## src/rtl/uart_tx_core.sv

```systemverilog
// uart_tx_core: UART transmitter, start + LSB-first data + optional parity + stop, PRESCALE cycles per bit
module uart_tx_core #(
    parameter int DATA_WIDTH = 8
) (
    input  logic                  i_clk,
    input  logic                  i_rst,
    input  logic [DATA_WIDTH-1:0] i_p_data,
    input  logic                  i_data_valid,
    input  logic                  i_par_en,
    input  logic                  i_par_typ,
    input  logic [5:0]            i_prescale,
    output logic                  o_data_ack,
    output logic                  o_tx_out,
    output logic                  o_busy
);
    localparam int BW = $clog2(DATA_WIDTH);
    typedef enum logic [2:0] {S_IDLE, S_START, S_DATA, S_PARITY, S_STOP} state_t;
    state_t                r_state, w_state;
    logic [5:0]            r_cnt, w_cnt, r_pm1, w_pm1;
    logic [BW-1:0]         r_bit, w_bit;
    logic [DATA_WIDTH-1:0] r_shift, w_shift;
    logic                  r_par, w_par, r_par_en, w_par_en, w_last, w_accept, w_tx;
    always_comb begin
        w_last   = r_cnt == r_pm1;
        w_accept = i_data_valid && (r_state == S_IDLE || (r_state == S_STOP && w_last));
        w_state  = r_state;
        w_cnt    = (r_state == S_IDLE || w_last) ? 6'd0 : r_cnt + 6'd1;
        w_bit    = r_bit;
        w_shift  = r_shift;
        w_par    = r_par;
        w_par_en = r_par_en;
        w_pm1    = r_pm1;
        case (r_state)
            S_IDLE:   if (w_accept) w_state = S_START;
            S_START:  if (w_last) begin
                w_state = S_DATA;
                w_bit   = '0;
            end
            S_DATA:   if (w_last) begin
                w_shift = r_shift >> 1;
                w_bit   = r_bit + 1'b1;
                if (r_bit == BW'(DATA_WIDTH - 1)) w_state = r_par_en ? S_PARITY : S_STOP;
            end
            S_PARITY: if (w_last) w_state = S_STOP;
            S_STOP:   if (w_last) w_state = w_accept ? S_START : S_IDLE;
            default:  w_state = S_IDLE;
        endcase
        // the accept may come from IDLE or the final STOP cycle; both latch a fresh frame
        if (w_accept) begin
            w_shift  = i_p_data;
            w_par    = ^i_p_data ^ i_par_typ;
            w_par_en = i_par_en;
            w_pm1    = (i_prescale == 6'd0) ? 6'd0 : i_prescale - 6'd1;
        end
        w_tx = w_state == S_START  ? 1'b0 :
               w_state == S_DATA   ? w_shift[0] :
               w_state == S_PARITY ? w_par : 1'b1;
    end
    always_ff @(posedge i_clk) begin
        if (i_rst) begin
            r_state    <= S_IDLE;
            r_cnt      <= '0;
            r_bit      <= '0;
            r_shift    <= '0;
            r_par      <= 1'b0;
            r_par_en   <= 1'b0;
            r_pm1      <= '0;
            o_data_ack <= 1'b0;
            o_tx_out   <= 1'b1;
            o_busy     <= 1'b0;
        end else begin
            r_state    <= w_state;
            r_cnt      <= w_cnt;
            r_bit      <= w_bit;
            r_shift    <= w_shift;
            r_par      <= w_par;
            r_par_en   <= w_par_en;
            r_pm1      <= w_pm1;
            o_data_ack <= w_accept;
            o_tx_out   <= w_tx;
            o_busy     <= w_state != S_IDLE;
        end
    end
endmodule

```

## config.mk

```make
export PLATFORM = sky130hd
export DESIGN_NAME = uart_tx_core
export DESIGN_NICKNAME = d
export VERILOG_FILES = /design/src/rtl/uart_tx_core.sv
export SDC_FILE = /design/constraint.sdc
export NUM_CORES = 1
export LEC_CHECK = 0
export ABC_AREA = 1
export ABC_CLOCK_PERIOD_IN_PS = 1500
export CAP_MARGIN = 20
export CELL_PAD_IN_SITES_DETAIL_PLACEMENT = 0
export CELL_PAD_IN_SITES_GLOBAL_PLACEMENT = 1
export CORE_MARGIN = 2
export CORE_UTILIZATION = 37
export CTS_BUF_LIST = sky130_fd_sc_hd__clkbuf_2
export CTS_CLUSTER_SIZE = 25
export DETAILED_ROUTE_END_ITERATION = 16
export PLACE_DENSITY_LB_ADDON = 0.2
export SYNTH_ARGS = -nofsm -noshare
export SYNTH_HDL_FRONTEND = slang
export SYNTH_SLANG_ARGS = --single-unit
```

## constraint.sdc

```tcl
create_clock -name i_clk -period 1.5 [get_ports i_clk]
set_clock_uncertainty 0.2 [all_clocks]
set_input_delay 0.3 -clock i_clk [delete_from_list [all_inputs] [get_ports i_clk]]
set_output_delay 0.3 -clock i_clk [all_outputs]
set_load 0.02 [all_outputs]
```

# Yosys cells after proc, flatten, opt, wreduce, memory -nomap -nowiden
# Index checks and enable logic that the tools add are counted.
# word_totals
ff_bits	31
mem_bits_ro	0
mem_bits_rw	0
memories	0
latchBits	0
# classes
div	0
n_reduce_logical	14
bitwise_logic	1
n_mul	0
shifts	0
n_eq_ne	11
order_cmp	0
mux	20
n_addsub	3
# op_table
cell	n
3-bit 2-to-1 mux	9
8-bit 2-to-1 mux	3
3-bit case mux with 5 select lines	1
3-bit by 2-bit == test with 1-bit output, second input constant	4
8-bit parity	1
6-bit by 1-bit adder with 6-bit output, second input constant	1
3-bit by 1-bit == test with 1-bit output, second input constant	2
3-bit == test, second input constant	2
6-bit == test	1
6-bit zero test	1
6-bit 2-to-1 mux	1
3-bit case mux with 2 select lines	1
2-bit nonzero test	3
6-bit by 1-bit subtractor with 6-bit output, second input constant	1
1-bit 2-to-1 mux	5
2-bit != test, second input constant	2
3-bit by 1-bit adder with 3-bit output, second input constant	1
3-bit zero test	1
3-bit AND reduction	1
3-bit nonzero test	1
1-bit logical AND	2
1-bit logical OR	2
2-bit AND reduction	1
2-bit OR reduction	1
1-bit XOR	1

# Logic depth before layout (Yosys ltp)
# logic_depth
depth_word	11
ltp_mapped	13
depth_no_buf	13

# Worst setup path after synthesis
# OpenSTA, ideal clock, no wires.
# synth_timing
kind	reg-to-reg
startpoint	register r_bit[0]
endpoint	register o_tx_out
synth_period_minus_slack_ns	1.616
path_stages_with_launch	13
t_arrival_ns	1.304
setup_ns	0.112
n_path_buf	0
path_slack_ns	-0.116
path_cell_list	dfxtp_1 > ha_1 > ha_1 > nand2_1 > o21ai_0 > nand2_1 > nor2_1 > nor2_1 > nand2_1 > nor2_2 > nand2_1 > nand2_1 > nand2_1
# synth_between
elab_chain_cells	8
elab_cells_between_ends	10
# synth_lines
element	line_no	rtl
start, declared	20	logic [BW-1:0] r_bit, w_bit;
start signal, assigned	74	r_bit <= w_bit;
3-bit == test (*)	42	if (r_bit == BW'(DATA_WIDTH - 1)) w_state = r_par_en ? S_PARITY : S_STOP;
3-bit 2-to-1 mux (*)	42	
3-bit 2-to-1 mux (*)	39	S_DATA: if (w_last) begin
3-bit case mux with 5 select lines (*)	33	case (r_state)
3-bit by 2-bit == test with 1-bit output	57	w_state == S_PARITY ? w_par : 1'b1;
1-bit 2-to-1 mux	57	
1-bit 2-to-1 mux	56	w_state == S_DATA ? w_shift[0] :
1-bit 2-to-1 mux (*)	55	w_tx = w_state == S_START ? 1'b0 :
end signal, assigned	80	o_tx_out <= w_tx;
end, declared	13	output logic o_tx_out,
# Every way passes the cells marked *; elsewhere a longest branch is shown, timed or not.
# A chain may end at the register's enable or synchronous reset.

# Worst setup path in the final report
# layout_timing
startpoint	register r_pm1[1]
endpoint	register r_bit[0]
# layout_between
elab_chain_cells	3
elab_cells_between_ends	4
# layout_lines
element	line_no	rtl
start, declared	19	logic [5:0] r_cnt, w_cnt, r_pm1, w_pm1;
start signal, assigned	78	r_pm1 <= w_pm1;
6-bit == test (*)	24	w_last = r_cnt == r_pm1;
2-bit != test (no line)	n/a	
3-bit AND reduction (no line) (*)	n/a	
# Marks and branches as above.

==> impl_metrics.tcl <==
set metrics [dict create \
    synth_top_flop_cell "dfxtp_1" \
    grt_max_degree 11 \
    powerDensity_nw_per_um2 790 \
    start_util_pct 38.4 \
    path_class "reg -> reg" \
    rows 25 \
    crit_chain "inv_2 > nand2_1 > nand2_2 > nor2_4 > nand2_4 > nor2_8 > nand2_8 > buf_12 > clkinv_8 > o21ai_2 > a31oi_1" \
    drc 0 \
    coreArea_um2 4720 \
    fin_nets 355 \
    final_area_um2 2810 \
    max_stage_delay_ns 0.37 \
    slew-limit-headroom_pct 80.1 \
    grt_usage_pct 18.0 \
    grt_pass1_wl_mm 7.56 \
    met3_length_um 141 \
    fin_ws_ns -0.252 \
    root_buffer "clkbuf_2" \
    ys_ff_latch 31 \
    antenna_found_initial 0 \
    cts_hold_buf 0 \
    multi_input_area_um2 1240 \
    hpwl_mm 3.15 \
    overflow 0 \
    cts_tree "yes" \
    worstPathMaxFanout 6 \
    seq_area_um2 642 \
    gp_congestion 0.783 \
    syn-num-nets 280 \
    status "finished with violations" \
    synthArstFlopShare_pct 0 \
    die_w_um 74.0 \
    diodes 0 \
    htreeDepth 2 \
    fmax_mhz 571 \
    grt_pass1_vias 1731 \
    netlist_instances 256 \
    drive_gt1_share_pct 46.4 \
    wl_met2_mm 2.01 \
    final_antenna_net_count 0 \
    slowest_stage "dfxtp_2" \
    vias 1795 \
    dp_slack_ns -0.362 \
    wirelength_mm 4.23 \
    final_cell_mix "nand2_1 (49), buf_4 (44), inv_1 (24)" \
    cp_top_family "simple AND/OR/NAND/NOR gates" \
    clockBufferDepth 2 \
    drv_slew 0 \
    required_ns 1.59 \
    endpoint_kind "register" \
    hp-class "reg -> reg" \
    finalSetupViolCount 25 \
    fin_total_pwr_mw 2.22 \
    dr.pass1.iters 4 \
    dieArea_um2 5480 \
    worst-path-buf-inv 3 \
    pin_count 22 \
    syn_area_per_cell_um2 7.09 \
    place_area_um2 2450 \
    fp.dieH_um 74.0 \
    crit_arrival_ns 1.85 \
    final_common_cell "nand2_1" \
    peakVddDrop_mv 0.463 \
    vias_per_cell 4.50 \
    hold_viol_final 0 \
    fillers 459 \
    cts_made_buffers 5 \
    worstMarginPinSlew_ns 0.298 \
    top_layer "met4" \
    synth_cell_type_count 35 \
    syn_to_final_growth_pct 55.1 \
    period_share_pct 117 \
    period_needed_ns 1.75 \
    clk_pin_slew_ns 0.17 \
    worstSetupStartpointType "register" \
    port-buffer-count 21 \
    synth_edf_count 0 \
    synth_area_um2 1810 \
    met1_length_mm 2.01 \
    leakagePower_nw 1.27 \
    cts_num_sinks 31 \
    synth-seq-area-share_pct 34.2 \
    clk_latency_ns 0.36 \
    maxCapViolCount 0 \
    violations "setup timing" \
    rsz0062_at_grt "yes" \
    ys_warn_count 0 \
    dr.first_iter.drc_count 30 \
    wl_per_cell_um 10.6 \
]
[worst paths after layout]
kind         slack, ns         end  cells after the start       start
min reg2reg       0.26  r_shift[4]                      2  r_shift[5]
max              -0.25    r_bit[0]                     11    r_pm1[1]
max reg2reg      -0.25    r_bit[0]                     11    r_pm1[1]
min               0.26  r_shift[4]                      2  r_shift[5]
[tightest hold or removal path: stages (launching register included)]
cell	delay, ns
dfxtp_1	0.34
nand2_2	0.06
a31oi_1	0.06
[per-layer routing]
metal	GRT usage, %	up-vias
met1	22.4	790
met5	0	-
met3	3.25	6
met2	31.0	32
li1	-	967
met4	6.67	0
[registers in the layout, indices dropped and copies added, names as in the netlist]
name / flops
r_bit: 3
r_par_en: 1
r_par: 1
o_tx_out: 1
r_pm1: 6
r_cnt: 6
r_state: 3
r_shift: 8
o_busy: 1
o_data_ack: 1
[cells by family after synthesis]
group | after synthesis | share of synthesized area (%)
AO/OA/AOI/OAI | 38 | 11.9
XOR/XNOR | 8 | 3.86
adder cells (fa/ha/maj) | 5 | 3.45
buffers and inverters | 42 | 10.0
flip-flops | 31 | 34.2
AND/OR/NAND/NOR | 132 | 36.6
[what timing repair did]
item                                    in CTS  in global routing
endpoints found under the setup margin      28                 32
gates cloned                                 2                  0
buffers inserted                             5                  4
resized for setup                           48                 32
pin swaps                                   15                 22
[Yosys cell counts, types with 2 or more instances]
cell,instances,area (um2)
a31oi_1,8,50.1
nand2_2,7,43.8
nand2_1,71,267
buf_6,2,22.5
o21ai_0,13,65.1
dfxtp_1,31,621
a21oi_1,11,55.1
o31ai_1,2,15.0
o21ai_1,2,10.0
xnor2_1,4,35.0
nor2_1,20,75.1
nor3_1,4,20.0
nand2_4,2,22.5
nand4_1,2,12.5
or2_2,2,12.5
nor2_4,4,45.0
xor2_1,4,35.0
inv_1,29,109
ha_1,5,62.6
inv_2,6,22.5
nand3b_1,3,22.5
nand3_1,11,55.1
[layout make-up]
cell class / count / area share (%)
multi-input combinational: 183 / 44.0
sequential: 31 / 22.8
timing repair buffer: 72 / 22.7
inverter: 37 / 5.56
tap: 67 / 2.98
clock buffer: 7 / 1.24
timing repair inverter: 1 / 0.578
clock inverter: 1 / 0.178
[report_power, final]
group	leakage, nW	total [mW]	internal (mW)	switching [mW]
Sequential	0.261	0.941	0.896	0.0448
Combinational	0.972	0.867	0.422	0.445
Clock	0.0330	0.416	0.127	0.289
Total	1.27	2.22	1.45	0.779
[metrics by stage]
stage | util [%] | hold slack (ns) | std cells | TNS (ns)
after floorplan | - | 0.218 | 256 | -0.112
after global placement | 51.8 | 0.253 | 380 | -4.76
after detailed placement | 51.8 | 0.266 | 380 | -5.25
after CTS | 56.6 | 0.270 | 395 | -3.82
after global routing | 59.6 | 0.287 | 399 | -7.65
final | 59.6 | 0.264 | 399 | -4.43
Note: power is estimated with default switching activity, not from simulation.
